<file path="config.mk">
export PLATFORM = sky130hd
export DESIGN_NAME = debouncer_botao
export DESIGN_NICKNAME = d
export VERILOG_FILES = /design/src/rtl/debouncer_botao.sv
export SDC_FILE = /design/constraint.sdc
export NUM_CORES = 1
export LEC_CHECK = 0
export CELL_PAD_IN_SITES_DETAIL_PLACEMENT = 2
export CELL_PAD_IN_SITES_GLOBAL_PLACEMENT = 2
export CORE_UTILIZATION = 29
export DETAILED_ROUTE_END_ITERATION = 6
export MAX_ROUTING_LAYER = met4
export PLACE_DENSITY_LB_ADDON = 0.1
export SYNTH_ARGS = -nofsm -noshare
export SYNTH_HDL_FRONTEND = slang
export SYNTH_SLANG_ARGS = --single-unit
</file>
<file path="constraint.sdc">
create_clock -name clock -period 1.2 [get_ports clock]
set_input_delay 0.3 -clock clock [delete_from_list [all_inputs] [get_ports clock]]
set_output_delay 0.3 -clock clock [all_outputs]
set_load 0.01 [all_outputs]
</file>
<file path="src/rtl/debouncer_botao.sv">
// Push-button debouncer: N_SINC-stage synchronizer, then a confirm FSM that needs N_ESTAVEL equal samples.
// Latency: N_SINC+N_ESTAVEL edges from capture to registered level/pulse; no backpressure, pulses are single-cycle.
module debouncer_botao #(
  parameter int N_SINC    = 2,
  parameter int N_ESTAVEL = 4,
  parameter int W_CNT     = 8
) (
  input  logic             clock,
  input  logic             reset,
  input  logic             botao_in,
  output logic             botao_estavel,
  output logic             pulso_press,
  output logic             pulso_solta,
  output logic [W_CNT-1:0] contador_press
);

  localparam int W_C = ($clog2(N_ESTAVEL) < 1) ? 1 : $clog2(N_ESTAVEL);
  localparam logic [W_C-1:0] CNT_FIM = W_C'(N_ESTAVEL - 1);
  localparam logic [W_C-1:0] CNT_UM  = W_C'(1);

  typedef enum logic [1:0] {
    SOLTO       = 2'd0,
    CONF_PRESS  = 2'd1,
    PRESSIONADO = 2'd2,
    CONF_SOLTA  = 2'd3
  } estado_t;

  logic [N_SINC-1:0] sinc_q;
  logic              s;

  estado_t           estado_q, estado_d;
  logic [W_C-1:0]    cnt_q, cnt_d;
  logic              estavel_q, estavel_d;
  logic              press_q, press_d;
  logic              solta_q, solta_d;
  logic [W_CNT-1:0]  contador_q, contador_d;

  // botao_in is only ever sampled by the first flop of this chain.
  always_ff @(posedge clock or negedge reset) begin
    if (!reset) begin
      sinc_q <= '0;
    end else begin
      sinc_q <= {sinc_q[N_SINC-2:0], botao_in};
    end
  end

  assign s = sinc_q[N_SINC-1];

  always_ff @(posedge clock or negedge reset) begin
    if (!reset) begin
      estado_q   <= SOLTO;
      cnt_q      <= '0;
      estavel_q  <= 1'b0;
      press_q    <= 1'b0;
      solta_q    <= 1'b0;
      contador_q <= '0;
    end else begin
      estado_q   <= estado_d;
      cnt_q      <= cnt_d;
      estavel_q  <= estavel_d;
      press_q    <= press_d;
      solta_q    <= solta_d;
      contador_q <= contador_d;
    end
  end

  always_comb begin
    estado_d   = estado_q;
    cnt_d      = cnt_q;
    estavel_d  = estavel_q;
    press_d    = 1'b0;
    solta_d    = 1'b0;
    contador_d = contador_q;

    case (estado_q)
      SOLTO: begin
        if (s) begin
          estado_d = CONF_PRESS;
          cnt_d    = CNT_UM;
        end
      end

      CONF_PRESS: begin
        if (!s) begin
          estado_d = SOLTO;
          cnt_d    = '0;
        end else if (cnt_q == CNT_FIM) begin
          estado_d   = PRESSIONADO;
          cnt_d      = '0;
          estavel_d  = 1'b1;
          press_d    = 1'b1;
          contador_d = contador_q + W_CNT'(1);
        end else begin
          cnt_d = cnt_q + CNT_UM;
        end
      end

      PRESSIONADO: begin
        if (!s) begin
          estado_d = CONF_SOLTA;
          cnt_d    = CNT_UM;
        end
      end

      CONF_SOLTA: begin
        if (s) begin
          estado_d = PRESSIONADO;
          cnt_d    = '0;
        end else if (cnt_q == CNT_FIM) begin
          estado_d  = SOLTO;
          cnt_d     = '0;
          estavel_d = 1'b0;
          solta_d   = 1'b1;
        end else begin
          cnt_d = cnt_q + CNT_UM;
        end
      end

      default: begin
        estado_d = SOLTO;
        cnt_d    = '0;
      end
    endcase
  end

  assign botao_estavel  = estavel_q;
  assign pulso_press    = press_q;
  assign pulso_solta    = solta_q;
  assign contador_press = contador_q;

endmodule

</file>
## Yosys cells after proc, flatten, opt, wreduce, memory -nomap -nowiden

Cells that the tools add are included.

- Add/sub/neg operators: 2
- Eq/ne operators: 12
- Muxes and demuxes: 22
- Reductions and logical operators: 6

Operators by type and width:

| operator | count |
|---|---|
| $mux 2 | 10 |
| $pmux 2 s4 | 2 |
| $ne 2x2->1 const B | 6 |
| $mux 1 | 9 |
| $add 8x1->8 const B | 1 |
| $eq 2x2->1 const B | 3 |
| $ne 3x3->1 const B | 2 |
| $reduce_and 5->1 | 1 |
| $reduce_and 4->1 | 1 |
| $reduce_and 3->1 | 1 |
| $add 2x1->2 const B | 1 |
| $eq 2x1->1 const B | 1 |
| $logic_not 2->1 | 1 |
| $pmux 1 s2 | 1 |
| $reduce_and 2->1 | 1 |
| $reduce_bool 2->1 | 1 |

- Bits in registers: 17
- Input port bits: 3
- Logic and storage cells: 49

## Longest topological paths before layout

Gate-level depths: netlist (run 1).

- Depth after elaboration: 4
- Depth in mapped cells: 4

## Worst setup path after synthesis (run 1)

No wires, ideal clock.

- Path type: flip-flop to flip-flop
- Start point: register cnt_q[0]
- End point: register contador_q[7], in the netlist contador_press[7]
- Arrival: 1.192 ns
- Data required time: 1.121 ns
- Slack: -0.071 ns
- Stages on the path, launching flop included: 5
- Buffers on the path: 0
- Path through: dfrtp_1 -> ha_1 -> nand4b_4 -> nor4_4 -> xor2_1

- Cells in the longest elaborated chain, start to end: 2

RTL lines:

| item | RTL line | RTL |
|---|---|---|
| start: declaration | 32 | `logic [W_C-1:0] cnt_q, cnt_d;` |
| start signal: assignment | 59 | `cnt_q <= cnt_d;` |
| $eq 2x2->1 | 87 | `end else if (cnt_q == CNT_FIM) begin` |
| $reduce_and 3->1 (no source line) | - |  |
| end signal: assignment | 63 | `contador_q <= contador_d;` |
| end: declaration | 36 | `logic [W_CNT-1:0] contador_q, contador_d;` |

No other way between the ends.
A chain may end at the register's enable or synchronous reset.

## Worst setup path after layout (run 1)

- Start point: register cnt_q[1]
- End point: register contador_q[3], in the netlist contador_press[3]

Same word-level chain as after synthesis.

==> out/qor.txt, run 1 <==
synth top area cells: dfrtp_1 56%, ha_1 4.9%, xnor2_1 4.6%, xor2_1 4.6%, nand2_1 4.4%
final setup TNS: -158.3 ps
RSZ-0062 raised after global routing: true
Cells after DPL: 119
DIE WIDTH: 53.22 µm
fill cell count: 273
CTS tree: built
vias in the first global route: 620
crit-path leading delay family: flip-flops
vias per std cell: 4.567
Overall Power: 1.731 mW
Tcrit/Tclk final: 1.061
Clk pin slew, worst setup/hold paths: 110 ps
FP Rows: 18
first-pass GRT wire length: 2994 µm
Core Footprint: 2477 µm²
Register Area: 425.4 µm²
largest net degree at the start of global routing: 18
Die Ht: 53.22 µm
DP Wirelength: 1229 µm
type of the worst setup path: reg2reg
global-route track usage on met2: 0.2333
Crit path required time: 1390 ps
Peak supply drop: 783.9 µV
Final Non-Filler Cells: 127
GRT Overall Usage: 0.1566
DRT iter0 DRCs: 6
Clk pwr share: 0.184
Worst Reg-to-Reg Cells: 4
First-pass DRT Iterations: 2
#FFs+latches synth: 17
clk_lat worst skew: 290 ps
Layout area overhead: 43.75%
Seq/Total Area, Yosys: 0.5592
Fmax: 0.7854 GHz
Syn Inst Count: 63
min Tclk post-route: 1273 ps
r2r endpoint: contador_press[3]
Sw Ratio: 0.3508
buffers added on ports: 13
Slew Viols, Final: 0
Setup Skew: 4.420 ps
GRT overflow: 0
Post-Syn Area: 760.7 µm²
via count: 580
ANT nets after route: 0
combinational power share: 0.383
clk sink count: 17
share of post-route cells with drive strength above 1: 0.4845
CP max-delay cell: dfrtp_1
status: finished, violations left
worst-margin pin slew: 228.3 ps
Final setup viols: 5
Power Dens Cells: 1583 nW/µm²
multi-input logic area: 370.4 µm²
Clock Tree Root: clkbuf_4
clk buf depth: 2
unique cell type count in the Yosys netlist: 22
I/O pins: 14
initial antenna violation count: 0
Hold Violations, Final: 0
CP bufs+invs: 0
final RePlAce weighted congestion: 0.6455
worst-case hold slack: 326.2 ps
leading area contributor after synthesis: dfrtp_1
failing checks: setup timing
Initial Utilization: 0.3071
Pleak: 0.5477 nW
# DRC: 0
H-tree Lvls: 1
CP max FO: 4
per-cell routed wire length: 14.56 µm
max capacitance violation total: 0
GR peak layer: met2
crit path launch type: flip-flop
final WL: 1849 µm
TritonCTS buffer count: 3
Worst Path Arrival: 1460 ps
met1 Resource Use GR: 0.2085
worst path cell trace: ha_4 > and4b_2 > nand4_1 > xnor2_1
post-synth net total: 69
Crit. End Element: flip-flop
synth warn: 0
GR met3 Demand/Resource: 0.02586
Hold Path Class: in2async
# diodes: 0
die area: 2832 µm²
Reg power frac: 0.433
top cell type's share of synthesized area: 0.5592
Final nets: 104
Psw: 0.6071 mW
P_int: 1.124 mW
worst rel slew slack: 0.8478
synthesized area per cell: 12.08 µm²
worst reg2reg setup slack: -70 ps
biggest cell delay along the critical path: 430 ps
reg2reg start: cnt_q[1]
Setup WS post-layout: -73.22 ps
[cells by family (layout without fill, tap and decap cells)]
logic type,count (synthesis),in the layout,synth area share
XOR/XNOR,8,8,0.09210
AO/OA/AOI/OAI,6,6,0.04769
flip-flops,17,17,0.5592
AND/OR/NAND/NOR,26,26,0.2204
buffers and inverters,3,37,0.03125
adder cells (fa/ha/maj),3,3,0.04935
[per-stage QoR]
step | instance area (µm²) | worst slack, ps | util
final | 1094 | -73.22 | 0.4414
after global routing | 1094 | -116.9 | 0.4414
after CTS | 1077 | -51.52 | 0.4348
after detailed placement | 1037 | -18.32 | 0.4187
after global placement | 1037 | -21.30 | 0.4187
after floorplan | 773.2 | 29.75 | -
[power by group through the flow]
| stage | logic (mW) | registers [mW] | clock network [mW] |
|---|---|---|---|
| floorplan | 0.271 | 0.787 | 0 |
| global placement | 0.567 | 0.764 | 0 |
| global route | 0.736 | 0.760 | 0.346 |
| finish | 0.663 | 0.750 | 0.318 |
| CTS | 0.631 | 0.748 | 0.332 |
| detailed placement | 0.583 | 0.767 | 0 |
[metal layers]
metal  vias up  share of wire
li1        281              -
met1       290           0.50
met2         7           0.47
met3         2          0.027
met4         0         0.0070
met5         -              0
[state kept, by name, summed over array words and instances (netlist names), named ones only]
register        cells
pulso_solta         1
botao_estavel       1
cnt_q               2
pulso_press         1
estado_q            1
sinc_q              2
contador_press      8
[layout make-up]
type,count,share of cell area
multi-input cells,43,0.3387
repair buffers,33,0.2128
clock buffers,3,0.02059
clock inverters,1,0.004577
flip-flops and latches,17,0.3890
well taps,30,0.03432
[worst max path at each step]
stage | from | endpoint | depth (start not counted)
2_1_floorplan | cnt_q[0] | contador_press[3] | 4
3_3_place_gp | contador_press[1] | contador_press[1] | 1
3_5_place_dp | contador_press[1] | contador_press[1] | 1
4_1_cts | cnt_q[0] | contador_press[4] | 4
5_1_grt | cnt_q[1] | contador_press[3] | 4
6_report | cnt_q[1] | contador_press[3] | 4
[cell usage after synthesis (all sizes together)]
cell    count
dfrtp      17
nand2       9
xnor2       4
xor2        4
a21oi       3
ha          3
nand3       3
nor2        3
and4b       2
buf         2
nand4       2
nor3        2
a22o        1
clkbuf      1
nand2b      1
nand4b      1
nor2b       1
nor3b       1
nor4        1
o21ai       1
o21bai      1
[cell usage in the layout, fill, tap and decap left out]
master	n
clkbuf_4	3
nor3b_1	1
a22o_1	1
buf_4	18
nand3_2	1
ha_1	1
nor4_4	1
o21ai_1	1
nand2_1	8
nand4b_4	1
a21oi_2	2
o21bai_1	1
nand3_1	2
nand2_2	1
and4b_2	1
clkdlybuf4s50_1	2
xnor2_1	4
xor2_1	3
and4b_1	1
buf_6	2
dfrtp_1	17
nor2b_1	1
clkinv_2	1
nor3_2	2
nor2_1	3
xor2_2	1
a21oi_1	1
buf_2	11
ha_4	2
nand2b_1	1
nand4_1	2
[repair_timing]
| action | 4_1_cts | 5_1_grt |
|---|---|---|
| gates resized for setup | 50 | 6 |
| buffers inserted | 4 | 0 |
| pin swaps | 5 | 4 |
| endpoints found under the setup margin | 16 | 14 |
| hold buffers | 0 | 0 |
Note: power is estimated with default switching activity, not from simulation.
==> inputs of run 2 (changes only) <==
Settings changed: ABC_AREA from default to 1, CTS_BUF_LIST from default to sky130_fd_sc_hd__clkbuf_2 sky130_fd_sc_hd__clkbuf_4 sky130_fd_sc_hd__clkbuf_8.
==> out/qor.txt, run 2 <==
GRT overflow: 0 (unchanged)
Power Dens Cells: 1619 nW/µm² (+2.3%)
asr flop ratio synth: 1.000 (unchanged)
Setup Skew: 0.9486 ps (-3.472 ps)
Final setup viols: 4 (-1)
synthesized area per cell: 8.144 µm² (-33%)
buffers added on ports: 13 (unchanged)
Cells after DPL: 167 (+40%)
global-route track usage on met2: 0.3109 (+0.07759)
synth top area cells: dfrtp_1 48%, nand2_1 14%, inv_1 7.7%, ha_1 4.3%, nand3_1 4.0%
Clock Tree Root: clkbuf_4
post-synth net total: 114 (+65%)
Final nets: 157 (+51%)
H-tree Lvls: 1 (unchanged)
Final Non-Filler Cells: 181 (+43%)
Core Footprint: 2805 µm² (+13%)
failing checks: DRC, setup timing
worst rel slew slack: 0.8227 (-0.02515)
most common cell in the netlist: nand2_1
top cell type's share of synthesized area: 0.4836 (-0.07557)
leading cell type in the layout, fill and taps excluded: nand2_1
max reg flops: 8 (unchanged)
Tcrit/Tclk final: 1.014 (-0.04693)
First-pass DRT Iterations: 5 (+3)
TritonCTS buffer count: 3 (unchanged)
Pleak: 0.6931 nW (+27%)
per-cell routed wire length: 13.76 µm (-5.5%)
Hold Path Class: in2async
share of post-route cells with drive strength above 1: 0.4067 (-0.07787)
Initial Utilization: 0.3136 (+0.006489)
Peak supply drop: 772.9 µV (-1.4%)
die area: 3258 µm² (+15%)
vias per std cell: 4.680 (+2.5%)
Slew Viols, Final: 0 (unchanged)
mux cell area share after synthesis: 0 (unchanged)
leading area contributor after synthesis: dfrtp_1
Layout area overhead: 42.39%
Synth Area in Simple Gates: 0.2859 (+0.06552)
Clk pin slew, worst setup/hold paths: 100 ps (about the same)
max capacitance violation total: 0 (unchanged)
Synth Area in XOR/XNOR: 0.03983 (-0.05228)
# diodes: 0 (unchanged)
ANT nets after route: 0 (unchanged)
P_int: 1.262 mW (+12%)
most frequent cells in the layout: 32 x nand2_1, 26 x buf_4, 14 x dfrtp_1, 13 x inv_1, 9 x buf_2
GR met3 Demand/Resource: 0.04082 (+0.01495)
DRT iter0 DRCs: 15 (+9)
clk buf depth: 2 (unchanged)
Seq/Total Area, Yosys: 0.4836 (-0.07557)
final WL: 2491 µm (+35%)
min Tclk post-route: 1217 ps (-56.31 ps)
combinational power share: 0.433 (+0.050)
vias in the first global route: 934 (+51%)
DP Wirelength: 1815 µm (+48%)
largest net degree at the start of global routing: 18 (unchanged)
Post-Syn Area: 879.6 µm² (+16%)
via count: 847 (+46%)
GRT Overall Usage: 0.1747 (+0.01813)
#FFs+latches synth: 17 (unchanged)
Crit. End Element: flip-flop
I/O pins: 14 (unchanged)
worst-margin pin slew: 264.2 ps (+35.95 ps)
unique cell type count in the Yosys netlist: 18 (-18%)
CTS tree: built
first-pass GRT wire length: 4222 µm (+41%)
Hold Violations, Final: 0 (unchanged)
Clk pwr share: 0.163 (-0.021)
met1 Resource Use GR: 0.2063 (-0.002222)
final RePlAce weighted congestion: 0.7904 (+22%)
pre-CTS setup slack: -74.73 ps (-56.40 ps)
Worst Path Arrival: 1440 ps (-20 ps)
FP Rows: 19 (+1)
Reg power frac: 0.404 (-0.029)
Synth Area in Adders: 0.04267 (-0.006668)
Sw Ratio: 0.3777 (+0.02697)
Post-synth top cells: 33 x nand2_1, 18 x inv_1, 17 x dfrtp_1
Crit path required time: 1420 ps (+30 ps)
type of the worst setup path: reg2reg
complex-gate fraction of the synthesized area: 0.04552 (-0.002178)
largest family of logic cells by synthesized area: simple AND/OR/NAND/NOR gates
CP max FO: 8 (+4)
GR peak layer: met2
Psw: 0.7661 mW (+26%)
top_reg_cell synth: dfrtp_1
clk sink count: 17 (unchanged)
Die Ht: 57.08 µm (+7.3%)
Syn Inst Count: 108 (+71%)
crit path launch type: flip-flop
# DRC: 2 (+2)
RSZ-0062 raised after global routing: true
Fmax: 0.8218 GHz (+4.6%)
synth warn: 0 (unchanged)
CTS Hold Buffers Added: 0 (unchanged)
clk_lat worst skew: 290 ps (about the same)
initial antenna violation count: 0 (unchanged)
Setup WS post-layout: -16.90 ps (+56.31 ps)
DIE WIDTH: 57.08 µm (+7.3%)
status: finished, violations left
EDFF count, synth: 0 (unchanged)
[run 2: cell types whose count changed after synthesis, moves of 2 or more]
cell     delta
nor2_1      +4
and4b_1     -2
xnor2_1     -4
nand2_1    +24
inv_1      +18
nand3_1     +4
o21ai_0     +6
[run 2: area by class of cell]
class                      count  area [µm²]
inverter                      19       71.32
timing repair buffer          40       275.3
sequential                    17       429.2
multi-input combinational     70       407.9
clock buffer                   4       30.03
fill                         326        1553
tap                           31       38.79
[run 2: kinds of logic (layout without fill, tap and decap cells)]
| kind of cell | Yosys count | count (layout) |
|---|---|---|
| simple gates | 55 | 55 |
| buf+inv | 21 | 63 |
| fa+ha+maj | 3 | 3 |
| flops | 17 | 17 |
| compound gates | 8 | 8 |
| xor+xnor | 4 | 4 |
[run 2: timing repair]
action / in CTS / in global routing
gates resized for setup: 51 / 13
setup buffers: 8 / 2
hold endpoints to repair: 0 / 0
setup endpoints to repair: 23 / 15
pin swaps: 6 / 4
[run 2: metal layers]
| layer | share of wire | vias up |
|---|---|---|
| met5 | 0 | - |
| met4 | 0.0032 | 0 |
| met3 | 0.033 | 2 |
| met2 | 0.54 | 13 |
| met1 | 0.43 | 418 |
| li1 | - | 414 |
[run 2: power by group through the flow]
stage | Clock, mW | Sequential (mW) | Combinational [mW]
finish | 0.330 | 0.820 | 0.878
global route | 0.361 | 0.842 | 1.00
CTS | 0.345 | 0.806 | 0.829
detailed placement | 0 | 0.807 | 0.755
global placement | 0 | 0.793 | 0.724
floorplan | 0 | 0.797 | 0.425
[run 2: path summary, 6_finish.rpt]
path | cells after the start | endpoint | slack (ps) | startpoint
min in group clock | 0 | sinc_q[1] | 370 | sinc_q[0]
hold / removal | 2 | botao_estavel | 320 | reset
max in group asynchronous | 2 | sinc_q[1] | 670 | reset
setup reg to reg | 4 | contador_press[3] | -20 | flip-flop
setup / recovery | 4 | contador_press[3] | -20 | flip-flop
hold reg to reg | 0 | sinc_q[1] | 370 | sinc_q[0]
[run 2: worst max-delay path, stage by stage, from the launching register on]
cell and delay, ps:
dfrtp_2 470, nor2_4 190, nand3_4 170, nor2_1 160
xor2_1 160
[run 2: stage by stage]
stage	setup TNS, ps	power (mW)	utilization	area (µm²)	hold slack [ps]
after floorplan	0	1.222	-	879.6	4.409
after global placement	-24.00	1.517	0.4126	1157	333.0
after detailed placement	-310.8	1.562	0.4126	1157	353.5
after CTS	-24.62	1.979	0.4367	1225	328.5
after global routing	-851.9	2.203	0.4465	1252	340.4
final	-27.15	2.028	0.4465	1252	324.2
==> inputs of run 3 (changes only) <==
==> constraint.sdc (replaced) <==
create_clock -name clock -period 1.2 [get_ports clock]
set_input_delay 0.12 -clock clock [delete_from_list [all_inputs] [get_ports clock]]
set_output_delay 0.12 -clock clock [all_outputs]
set_load 0.01 [all_outputs]
==> out/qor.txt, run 3 (synthesis gave the netlist of run 2 again) <==
die area: 3258 µm² (unchanged)
# DRC: 2 (unchanged)
Core Footprint: 2805 µm² (unchanged)
Setup Skew: 14.06 ps (+13.11 ps)
Final Non-Filler Cells: 173 (-4.4%)
leading cell type in the layout, fill and taps excluded: nand2_1
Hold Violations, Final: 0 (unchanged)
Reg power frac: 0.386 (-0.018)
crit-path leading delay family: flip-flops
DP Wirelength: 1586 µm (-13%)
vias in the first global route: 911 (-2.5%)
vias per std cell: 4.780 (+2.2%)
GR peak layer: met2
largest net degree at the start of global routing: 18 (unchanged)
clk buf depth: 2 (unchanged)
most frequent cells in the layout: 29 x nand2_1, 17 x buf_4, 14 x inv_1, 14 x dfrtp_1, 11 x dlygate4sd2_1
GRT overflow: 0 (unchanged)
combinational power share: 0.455 (+0.022)
I/O pins: 14 (unchanged)
DRT iter0 DRCs: 16 (+1)
DIE WIDTH: 57.08 µm (unchanged)
CP max-delay cell: dfrtp_2
Initial Utilization: 0.3136 (unchanged)
H-tree Lvls: 1 (unchanged)
Crit. End Element: flip-flop
GR met3 Demand/Resource: 0.02494 (-0.01587)
clk sink count: 17 (unchanged)
Clk pwr share: 0.159 (-0.004)
Layout area overhead: 41.96%
Slew Viols, Final: 0 (unchanged)
met1 Resource Use GR: 0.2446 (+0.03835)
Sw Ratio: 0.4185 (+0.04080)
Worst Path Arrival: 1480 ps (+40 ps)
Final setup viols: 7 (+3)
clk_lat worst skew: 310 ps (+20 ps)
Cells after DPL: 156 (-6.6%)
share of post-route cells with drive strength above 1: 0.3169 (-0.08977)
Power Dens Cells: 1713 nW/µm² (+5.8%)
reg2reg start: sinc_q[1]
worst-margin pin slew: 238.0 ps (-26.21 ps)
# diodes: 0 (unchanged)
Final nets: 149 (-5.1%)
RSZ-0062 raised after global routing: true
final setup TNS: -249.0 ps (-221.9 ps)
Tcrit/Tclk final: 1.057 (+0.04258)
TritonCTS buffer count: 3 (unchanged)
Clk pin slew, worst setup/hold paths: 130 ps (+30 ps)
per-cell routed wire length: 16.14 µm (+17%)
Psw: 0.8955 mW (+17%)
worst rel slew slack: 0.8413 (+0.01865)
max capacitance violation total: 0 (unchanged)
biggest cell delay along the critical path: 480 ps (about the same)
Setup WS post-layout: -68.00 ps (-51.09 ps)
GRT Overall Usage: 0.1878 (+0.01308)
Fmax: 0.7886 GHz (-4.0%)
P_int: 1.244 mW (-1.4%)
Worst Reg-to-Reg Cells: 6 (+2)
via count: 827 (-2.4%)
FP Rows: 19 (unchanged)
ANT nets after route: 0 (unchanged)
r2r endpoint: estado_q[0]
status: finished, violations left
type of the worst setup path: reg2reg
worst reg2reg setup slack: -70 ps (-50 ps)
Crit path top cell by count: nand2_2
global-route track usage on met2: 0.2908 (-0.02017)
fill cell count: 311 (-4.6%)
initial antenna violation count: 0 (unchanged)
final RePlAce weighted congestion: 0.7291 (-7.8%)
failing checks: DRC, setup timing
Clock Tree Root: clkbuf_4
crit path launch type: flip-flop
max reg flops: 8 (unchanged)
CP bufs+invs: 1 (+1)
First-pass DRT Iterations: 5 (unchanged)
Die Ht: 57.08 µm (unchanged)
CP max FO: 8 (unchanged)
Pleak: 0.6796 nW (-1.9%)
Peak supply drop: 619.7 µV (-20%)
min Tclk post-route: 1268 ps (+51.09 ps)
CTS tree: built
Hold Path Class: in2async
buffers added on ports: 13 (unchanged)
worst path cell trace: inv_1 > a21oi_1 > nand2_2 > nand2_2 > nand2_1 > and2_1
Crit path required time: 1410 ps (about the same)
first-pass GRT wire length: 4367 µm (+3.4%)
final WL: 2792 µm (+12%)
## run 3: cell count changes in the layout (fill, tap and decap cells not counted), sizes merged
cell         before  now
clkbuf            7    3
nand3             8    9
clkinv            0    1
buf              35   18
dlygate4sd2       0   11
## run 3: layout make-up
cell class,instances,area (µm²),area share
clock inverters,1,5.005,0.004008
clock buffers,3,22.52,0.01804
multi-input cells,71,424.2,0.3397
flip-flops and latches,17,429.2,0.3437
inverters,19,73.82,0.05912
well taps,31,38.79,0.03106
repair buffers,31,255.2,0.2044
## run 3: worst max path at each step
| stage | start | to | slack, ps | depth (start not counted) |
|---|---|---|---|---|
| final | sinc_q[1] | estado_q[0] | -70 | 6 |
| after CTS | flip-flop | estado_q[0] | -30 | 7 |
| after detailed placement | cnt_q[0] | estado_q[0] | -30 | 7 |
| after floorplan | cnt_q[0] | estado_q[0] | 100 | 7 |
| after global routing | sinc_q[1] | flip-flop | -160 | 7 |
| after global placement | cnt_q[0] | estado_q[0] | -40 | 7 |
## run 3: per-layer routing
layer  part of all wire  up-vias
met5                  0        -
met4              0.012        0
met3              0.023        4
met2               0.49       12
met1               0.48      408
li1                   -      403
## run 3: through the flow
step / hold slack, ps / total power [mW] / instance area [µm²] / worst slack [ps] / util
after floorplan: -175.6 / 1.222 / 879.6 / 102.9 / -
after global routing: 149.6 / 2.287 / 1249 / -157.7 / 0.4451
after detailed placement: 349.1 / 1.477 / 1075 / -27.93 / 0.3831
after CTS: 137.3 / 1.960 / 1199 / -29.54 / 0.4273
after global placement: 338.8 / 1.455 / 1075 / -38.52 / 0.3831
final: 133.9 / 2.140 / 1249 / -68.00 / 0.4451
## run 3: what timing repair did
item / 4_1_cts / 5_1_grt
setup endpoints to repair: 23 / 14
pin swaps: 2 / 8
cloned: 1 / 0
endpoints found under the hold margin: 0 / 0
setup buffers: 10 / 2
resized for setup: 25 / 15
hold buffers: 0 / 0
## run 3: worst register-to-register path, cell delays in order (launching register included)
cell and delay (ps):
dfrtp_2 480, inv_1 120, a21oi_1 200, nand2_2 100, nand2_2 80, nand2_1 70, and2_1 140
## run 3: power by group through the flow
stage                     registers (mW)  clock network [mW]  logic [mW]
after floorplan                    0.797                   0       0.425
after global placement             0.811                   0       0.645
after detailed placement           0.824                   0       0.653
after CTS                          0.808               0.354       0.798
after global routing               0.846               0.365        1.08
final                              0.827               0.339       0.974
